===== src/rtl/pipe_hazard_ctrl.sv =====
// pipe_hazard_ctrl: RAW-hazard stall controller for the 5-stage 8-bit RISC pipeline.
// Decodes the ID instruction, tracks EX/MEM destinations in a two-slot scoreboard,
// freezes PC and IF/ID on a hazard, sequences run start and end-of-program drain,
// and keeps saturating stall statistics for the current run.
module pipe_hazard_ctrl #(
    parameter int unsigned STALL_CNT_W = 16,
    parameter int unsigned HAZ_CNT_W   = 8
) (
    input  logic                   clk,
    input  logic                   rst_n,
    input  logic                   start,
    input  logic                   fetch_done,
    input  logic                   id_valid,
    input  logic [7:0]             id_instr,
    output logic                   pc_en,
    output logic                   ifid_en,
    output logic                   idex_bubble,
    output logic                   stall,
    output logic                   busy,
    output logic                   done,
    output logic [STALL_CNT_W-1:0] stall_cycles,
    output logic [HAZ_CNT_W-1:0]   hazard_events
);

    typedef enum logic [2:0] {
        S_IDLE,
        S_RUN,
        S_STALL,
        S_DRAIN,
        S_DONE
    } state_t;

    typedef enum logic [1:0] {
        OP_NOOP = 2'b00,
        OP_ADD  = 2'b01,
        OP_SW   = 2'b10,
        OP_LW   = 2'b11
    } opcode_t;

    state_t     state;
    state_t     state_nx;

    opcode_t    op;
    logic [2:0] ra;
    logic [2:0] rb;
    logic       use_a;
    logic       use_b;
    logic       dst_v;
    logic       hit_a;
    logic       hit_b;
    logic       in_flow;
    logic       active;
    logic       hazard;
    logic       issue;
    logic       launch;

    logic       ex_v;
    logic [2:0] ex_r;
    logic       mem_v;
    logic [2:0] mem_r;
    logic       pend;

    // Decode the ID instruction and compare its sources against the scoreboard
    always_comb begin
        op      = opcode_t'(id_instr[7:6]);
        ra      = id_instr[5:3];
        rb      = id_instr[2:0];
        use_a   = id_valid && (op == OP_ADD || op == OP_SW) && (ra != 3'd0);
        use_b   = id_valid && (op != OP_NOOP) && (rb != 3'd0);
        dst_v   = id_valid && (op == OP_ADD || op == OP_LW) && (ra != 3'd0);
        hit_a   = use_a && ((ex_v && ex_r == ra) || (mem_v && mem_r == ra));
        hit_b   = use_b && ((ex_v && ex_r == rb) || (mem_v && mem_r == rb));
        in_flow = (state == S_RUN) || (state == S_STALL);
        active  = in_flow || (state == S_DRAIN);
        hazard  = in_flow && (hit_a || hit_b);
        issue   = in_flow && !hazard;
        launch  = start && ((state == S_IDLE) || (state == S_DONE));
    end

    // State register
    always_ff @(posedge clk) begin
        if (!rst_n) begin
            state <= S_IDLE;
        end else begin
            state <= state_nx;
        end
    end

    // Next-state logic; DRAIN exits once the shift leaves both slots empty,
    // which is the case exactly when the EX slot is already empty
    always_comb begin
        state_nx = state;
        unique case (state)
            S_IDLE, S_DONE: if (start) state_nx = S_RUN;
            S_RUN: begin
                if (hazard)          state_nx = S_STALL;
                else if (fetch_done) state_nx = S_DRAIN;
            end
            S_STALL: if (!hazard) state_nx = pend ? S_DRAIN : S_RUN;
            S_DRAIN: if (!ex_v) state_nx = S_DONE;
            default: state_nx = S_IDLE;
        endcase
    end

    // Output decode from state and the combinational hazard
    always_comb begin
        pc_en       = 1'b0;
        ifid_en     = 1'b0;
        idex_bubble = 1'b1;
        stall       = 1'b0;
        busy        = 1'b0;
        done        = 1'b0;
        unique case (state)
            S_RUN, S_STALL: begin
                busy = 1'b1;
                if (hazard) begin
                    stall = 1'b1;
                end else begin
                    pc_en       = 1'b1;
                    ifid_en     = 1'b1;
                    idex_bubble = 1'b0;
                end
            end
            S_DRAIN: busy = 1'b1;
            S_DONE:  done = 1'b1;
            default: ;
        endcase
    end

    // Scoreboard: MEM takes EX, EX takes the issuing destination or a bubble
    always_ff @(posedge clk) begin
        if (!rst_n || launch) begin
            ex_v  <= 1'b0;
            ex_r  <= '0;
            mem_v <= 1'b0;
            mem_r <= '0;
        end else if (active) begin
            mem_v <= ex_v;
            mem_r <= ex_r;
            ex_v  <= issue && dst_v;
            ex_r  <= (issue && dst_v) ? ra : '0;
        end
    end

    // Pending end-of-fetch seen while stalled, honoured when the stall clears
    always_ff @(posedge clk) begin
        if (!rst_n || launch) begin
            pend <= 1'b0;
        end else if (state == S_RUN && hazard && fetch_done) begin
            pend <= 1'b1;
        end else if (state == S_STALL && !hazard) begin
            pend <= 1'b0;
        end
    end

    // Saturating statistics, cleared at the start of each run
    always_ff @(posedge clk) begin
        if (!rst_n || launch) begin
            stall_cycles  <= '0;
            hazard_events <= '0;
        end else begin
            if (hazard && stall_cycles != '1) begin
                stall_cycles <= stall_cycles + STALL_CNT_W'(1);
            end
            if (state == S_RUN && hazard && hazard_events != '1) begin
                hazard_events <= hazard_events + HAZ_CNT_W'(1);
            end
        end
    end

endmodule


===== config.mk =====
export PLATFORM = sky130hd
export DESIGN_NAME = pipe_hazard_ctrl
export DESIGN_NICKNAME = d
export VERILOG_FILES = /design/src/rtl/pipe_hazard_ctrl.sv
export SDC_FILE = /design/constraint.sdc
export NUM_CORES = 1
export LEC_CHECK = 0
export ABC_AREA = 1
export BUFFER_PORTS_ARGS = -buffer_cell sky130_fd_sc_hd__buf_2
export CAP_MARGIN = 5
export CORE_ASPECT_RATIO = 0.8
export CORE_UTILIZATION = 45
export DETAILED_ROUTE_END_ITERATION = 8
export PLACE_DENSITY = 0.74
export SETUP_SLACK_MARGIN = 0.02
export SLEW_MARGIN = 20
export SYNTH_ARGS = -nofsm -noshare
export SYNTH_HDL_FRONTEND = slang
export SYNTH_SLANG_ARGS = --single-unit

===== constraint.sdc =====
create_clock -name clk -period 3.4 [get_ports clk]
set_input_delay 0.68 -clock clk [delete_from_list [all_inputs] [get_ports clk]]
set_output_delay 0.68 -clock clk [all_outputs]
set_load 0.02 [all_outputs]

### After elaboration in Yosys (flattened, before gate mapping)

Cells that the tools add are included.
W data, S select, Z words.

| storage, ports and cells | value |
|---|---|
| register bits | 36 |
| word-level logic and storage cells | 85 |

| cells by class | value |
|---|---|
| add/subtract/negate cells | 2 |
| equal/unequal tests | 17 |
| mux-type cells | 17 |
| reductions and logical operators | 41 |

Operator list:

| kind | count |
|---|---|
| $logic_and A1 B1 Y1 | 21 |
| $mux W3 | 6 |
| $add A16 B1 Y16 const B | 1 |
| $ne A16 B16 Y1 const B | 1 |
| $eq A3 B3 Y1 | 4 |
| $pmux W3 S4 | 1 |
| $logic_or A1 B1 Y1 | 9 |
| $mux W1 | 9 |
| $add A8 B1 Y8 const B | 1 |
| $ne A8 B8 Y1 const B | 1 |
| $eq A3 B2 Y1 const B | 2 |
| $ne A2 B2 Y1 const B | 3 |
| $reduce_bool A3 Y1 | 2 |
| $eq A2 B2 Y1 const B | 2 |
| $reduce_and A4 Y1 | 1 |
| $reduce_bool A2 Y1 | 2 |
| $reduce_or A2 Y1 | 2 |
| $eq A3 B1 Y1 const B | 1 |
| $eq A3 B3 Y1 const B | 1 |
| $logic_not A3 Y1 | 1 |
| $ne A3 B3 Y1 const B | 1 |
| $reduce_or A3 Y1 | 1 |
| $eq A2 B1 Y1 const B | 1 |
| $logic_not A1 Y1 | 2 |
| $mux W2 | 1 |

### Longest topological paths before layout

| depth | value |
|---|---|
| word-level depth | 11 |
| gate-level depth with buffers | 15 |
| depth with buffers taken out | 14 |

### Worst setup path after synthesis

Ideal clock, no wire load.

| timing path | value |
|---|---|
| path kind | input to output |
| start | input port id_instr[6] |
| end | output port pc_en |
| arrival | 1835 ps |
| data required time | 2720 ps |
| slack | 885 ps |
| stages | 8 |
| path buffers | 1 |
| cell sequence | inv_1 > ha_1 > nand2_1 > nor2_1 > nand2_2 > nand2_4 > nor2_1 > buf_4 |

| on the way | value |
|---|---|
| word-level cells in the longest chain between the ends | 9 |
| elaborated cells between the ends (all ways) | 14 |

Ends and longest elaborated chain:

| item | RTL line | source |
|---|---|---|
| from (decl) | 14 | `input logic [7:0] id_instr,` |
| $eq A2 B1 Y1 / $eq A2 B2 Y1 (equally long branches) | 68 | `use_a = id_valid && (op == OP_ADD \|\| op == OP_SW) && (ra != 3'd0);` |
| $logic_or A1 B1 Y1 | 68 |  |
| $logic_and A1 B1 Y1 (2 in a row) | 68 |  |
| $logic_and A1 B1 Y1 | 71 | `hit_a = use_a && ((ex_v && ex_r == ra) \|\| (mem_v && mem_r == ra));` |
| $logic_or A1 B1 Y1 * | 75 | `hazard = in_flow && (hit_a \|\| hit_b);` |
| $logic_and A1 B1 Y1 * | 75 |  |
| $mux W1 * (2 in a row) | -- |  |
| to (decl) | 15 | `output logic pc_en,` |

Every way passes the cells marked *; elsewhere a longest branch is shown, timed or not.

### Worst setup path after layout

| timing path | value |
|---|---|
| start | input port id_instr[6] |
| end | output port idex_bubble |

| on the way | value |
|---|---|
| word-level cells in the longest chain between the ends | 9 |
| elaborated cells between the ends (all ways) | 14 |

Ends and longest elaborated chain:

| item | RTL line | source |
|---|---|---|
| $eq A2 B1 Y1 / $eq A2 B2 Y1 (equally long branches) | 68 |  |
| $logic_or A1 B1 Y1 | 68 |  |
| $logic_and A1 B1 Y1 (2 in a row) | 68 |  |
| $logic_and A1 B1 Y1 | 71 |  |
| $logic_or A1 B1 Y1 * | 75 |  |
| $logic_and A1 B1 Y1 * | 75 |  |
| $mux W1 * | 116 | `if (hazard) begin` |
| $mux W1 * | 113 | `unique case (state)` |
| to (decl) | 17 | `output logic idex_bubble,` |

Marked as above.

==> summary.md <==
| Metric | Value |
|---|---|
| Leading cell types by count after synthesis | `96 x nand2_1, 39 x inv_1, 36 x dfxtp_1` |
| Max cap viols | `0` |
| Status | `finished, final reports clean` |
| Wire length of the first global-routing pass | `8224 µm` |
| Sequential area share after synthesis | `31.41%` |
| Total power | `0.9794 mW` |
| Post-detailed-placement half-perimeter wirelength | `3657 µm` |
| Average cell area after synthesis | `6.710 µm²` |
| Buffers added on ports | `42` |
| Flip-flop and latch area | `720.7 µm²` |
| Filler Cells Inserted | `497` |
| Largest voltage drop on the vdd net | `0.2450 mV` |
| Violation count after the first detailed-route iteration | `177` |
| Initial core utilization | `48.47%` |
| Register bit total from synthesis | `36` |
| Crit-path cells | `buf_2 > inv_1 > ha_1 > nand2_1 > nor2_1 > nand2_2 > nand2_4 > nor2_1 > inv_1 > buf_2` |
| Share of post-route cells with drive strength above 1 | `22.28%` |
| Largest area contributor in the netlist | `dfxtp_1` |
| First-pass iteration count of the detailed router | `4` |
| Proportion of synthesized flip-flops having asynchronous set or reset | `0%` |
| Die width | `81.84 µm` |
| Clock latency at the later pin of the worst-skew pair | `0.28 ns` |
| Transition at the pin with the smallest max-transition slack | `0.9733 ns` |
| Post-synthesis cell area | `0.002295 mm²` |
| Cells taking the most area after synthesis | `dfxtp_1 31%, nand2_1 16%, inv_1 6.4%` |
| Ant. Diodes | `0` |
| Kind of critical path | `in -> out` |
| Number of global-route vias before repair | `1874` |
| Rel. slew slack | `34.72%` |
| Data required time of the critical path | `2.72 ns` |
| Number of remaining DRC errors | `0` |
| Post-detailed-route wirelength per cell | `11.05 µm` |
| Cell area power density | `371.2 mW/mm²` |
| Top FF cell, synth | `dfxtp_1` |
| Count of vias placed by the detailed router | `2180` |
| Met2 track demand over resource in global routing | `31.20%` |
| Standard-cell row count | `22` |
| Area share of the largest cell type after synthesis | `31.41%` |
| Net Count, Synth | `360` |
| Height of the chip | `65.87 µm` |
| Maximum level of the CTS H-tree | `2` |
| Yosys warning total | `0` |
| Sum of routed wire length over all layers | `4930 µm` |
| Worst-case clock buffer depth | `2` |
| Worst path slowest cell | `ha_1` |
| Clock transition at the registers of the reported paths | `0.07 ns` |
| Clock skew after layout | `0.004614 ns` |
| Setup repair after global routing missed its margin | `no` |
| Gpl congestion | `0.8649` |
| Number of I/O pins | `43` |
| NumNets Final | `403` |
| Setup Viol. Count Final | `0` |
| Nature of the critical path endpoint | `primary output` |
| ANT nets after route | `0` |
| Die area | `0.005391 mm²` |
| Area of the multi-input gates | `0.001341 mm²` |
| GRT met1 Usage | `27.17%` |
| Total setup buffers inserted after CTS | `0` |
| Number of instances resized during post-cts repair | `0` |
| Sinks on the clock net | `36` |
| Crit path launch type | `primary input` |
| Crit share post-route | `72.36%` |
| Pin count of the biggest net entering global routing | `30` |
| Post-Synthesis Cells | `342` |
| Total negative slack for setup checks | `0 ns` |
| Hold crit path type | `reg -> reg` |
| Root Driver | `clkbuf_8` |
| Average via count per standard cell | `4.888` |
| Final global-route overflow total | `0` |
| Antenna violations before repair | `0` |
| Final-report max-slew violation count | `0` |
| Largest stage delay on the critical path | `0.27 ns` |
| Clock buffer count from CTS | `5` |
| GRT met3 Usage | `3.310%` |
| Leakage | `1.189 nW` |
| Most numerous cell in the Yosys netlist | `nand2_1` |
| Fmax | `406.5 MHz` |
| Layout overhead on the synthesized area | `14.99%` |
| CTS hold repair buffers | `0` |
| Core footprint | `0.004735 mm²` |
| Final critical-path required period | `2.460 ns` |
| Critical path peak fanout | `5` |
| Final Hold Fails | `0` |
| Number of distinct library cells after synthesis | `31` |
| Most congested layer reported by global routing | `met2` |
| CTS tree | `yes` |
| Total track usage | `19.63%` |
| Count of flip-flops with a built-in enable after synthesis | `0` |
| Data arrival at the endpoint of the critical path | `1.78 ns` |
[area by class of cell]
cell class | instances | area share, %
repair buffers | 42 | 7.966
clock buffers | 5 | 2.608
multi-input cells | 254 | 50.83
inverters | 46 | 6.828
well taps | 60 | 2.845
clock inverters | 3 | 1.612
flip-flops and latches | 36 | 27.31
[power breakdown]
| part | total (mW) | switching [mW] | internal, mW |
|---|---|---|---|
| Sequential | 0.443 | 0.0106 | 0.433 |
| Combinational | 0.163 | 0.115 | 0.0486 |
| Clock | 0.373 | 0.156 | 0.217 |
| Total | 0.979 | 0.281 | 0.698 |
[worst paths after layout]
kind	start	to	slack (ns)	depth (start not counted)
hold / removal	pend$_SDFFE_PP0P_	pend$_SDFFE_PP0P_	0.49	2
setup / recovery	id_instr[6]	idex_bubble	0.94	10
hold reg to reg	pend$_SDFFE_PP0P_	pend$_SDFFE_PP0P_	0.49	2
setup reg to reg	state[0]$_SDFFE_PN0P_	mem_v$_SDFFE_PP0P_	1.13	4
[state kept, by name (all words and copies together) (netlist names)]
signal         count
state              3
hazard_events      8
ex_r               3
mem_v              1
pend               1
mem_r              3
ex_v               1
stall_cycles      16
[kinds of logic (layout without fill, tap and decap cells)]
family	Yosys count	in the layout	share of synthesized area (%)
compound gates	42	42	11.07
flops	36	36	31.41
fa+ha+maj	5	5	2.726
xor+xnor	19	19	7.252
buf+inv	52	96	10.14
simple gates	188	188	37.40
[per-stage QoR]
step / utilization [%] / worst slack, ns / std cells / instance area (µm²) / hold WS, ns
after floorplan: - / 0.8853 / 342 / 2295 / 0.4538
after global placement: 53.38 / 0.9593 / 438 / 2527 / 0.4776
after detailed placement: 53.38 / 0.9421 / 438 / 2527 / 0.4772
after CTS: 55.73 / 0.9330 / 446 / 2639 / 0.4886
after global routing: 55.73 / 0.8144 / 446 / 2639 / 0.5069
final: 55.73 / 0.9398 / 446 / 2639 / 0.4885
[cell usage in the layout (no fill, tap or decap)]
cell type / netlist / routed
inv_2: 4 / 4
nor4_2: 1 / 1
a21oi_2: 11 / 11
nand2_1: 96 / 96
nand2_4: 3 / 3
inv_4: 1 / 1
bufinv_16: 0 / 1
o21ai_1: 1 / 1
nor2_4: 1 / 1
nand3b_1: 2 / 2
ha_1: 5 / 5
nand2_2: 13 / 13
a21oi_1: 24 / 24
xor2_1: 15 / 15
a211oi_1: 1 / 1
nor3_1: 12 / 12
clkbuf_8: 0 / 5
nand3_1: 21 / 21
clkinv_2: 0 / 1
xnor2_1: 4 / 4
inv_1: 39 / 38
nor2_1: 32 / 32
nand4_1: 3 / 3
nor4_4: 1 / 1
dfxtp_1: 36 / 36
clkinv_1: 1 / 2
buf_2: 2 / 42
nor4_1: 3 / 3
clkinvlp_4: 0 / 1
clkinv_4: 1 / 1
o21ai_0: 5 / 5
[routing by layer]
metal / vias to the layer above / wire [µm]
met5: - / 0
met1: 962 / 2543
met3: 2 / 171
met2: 48 / 2189
li1: 1168 / -
met4: 0 / 25
[critical path, delay by kind of cell]
kind                     cells  cell delay, ns
buffers and inverters        4            0.34
adder cells (fa/ha/maj)      1            0.27
AND/OR/NAND/NOR              5            0.49
Note: power is estimated with default switching activity, not from simulation.
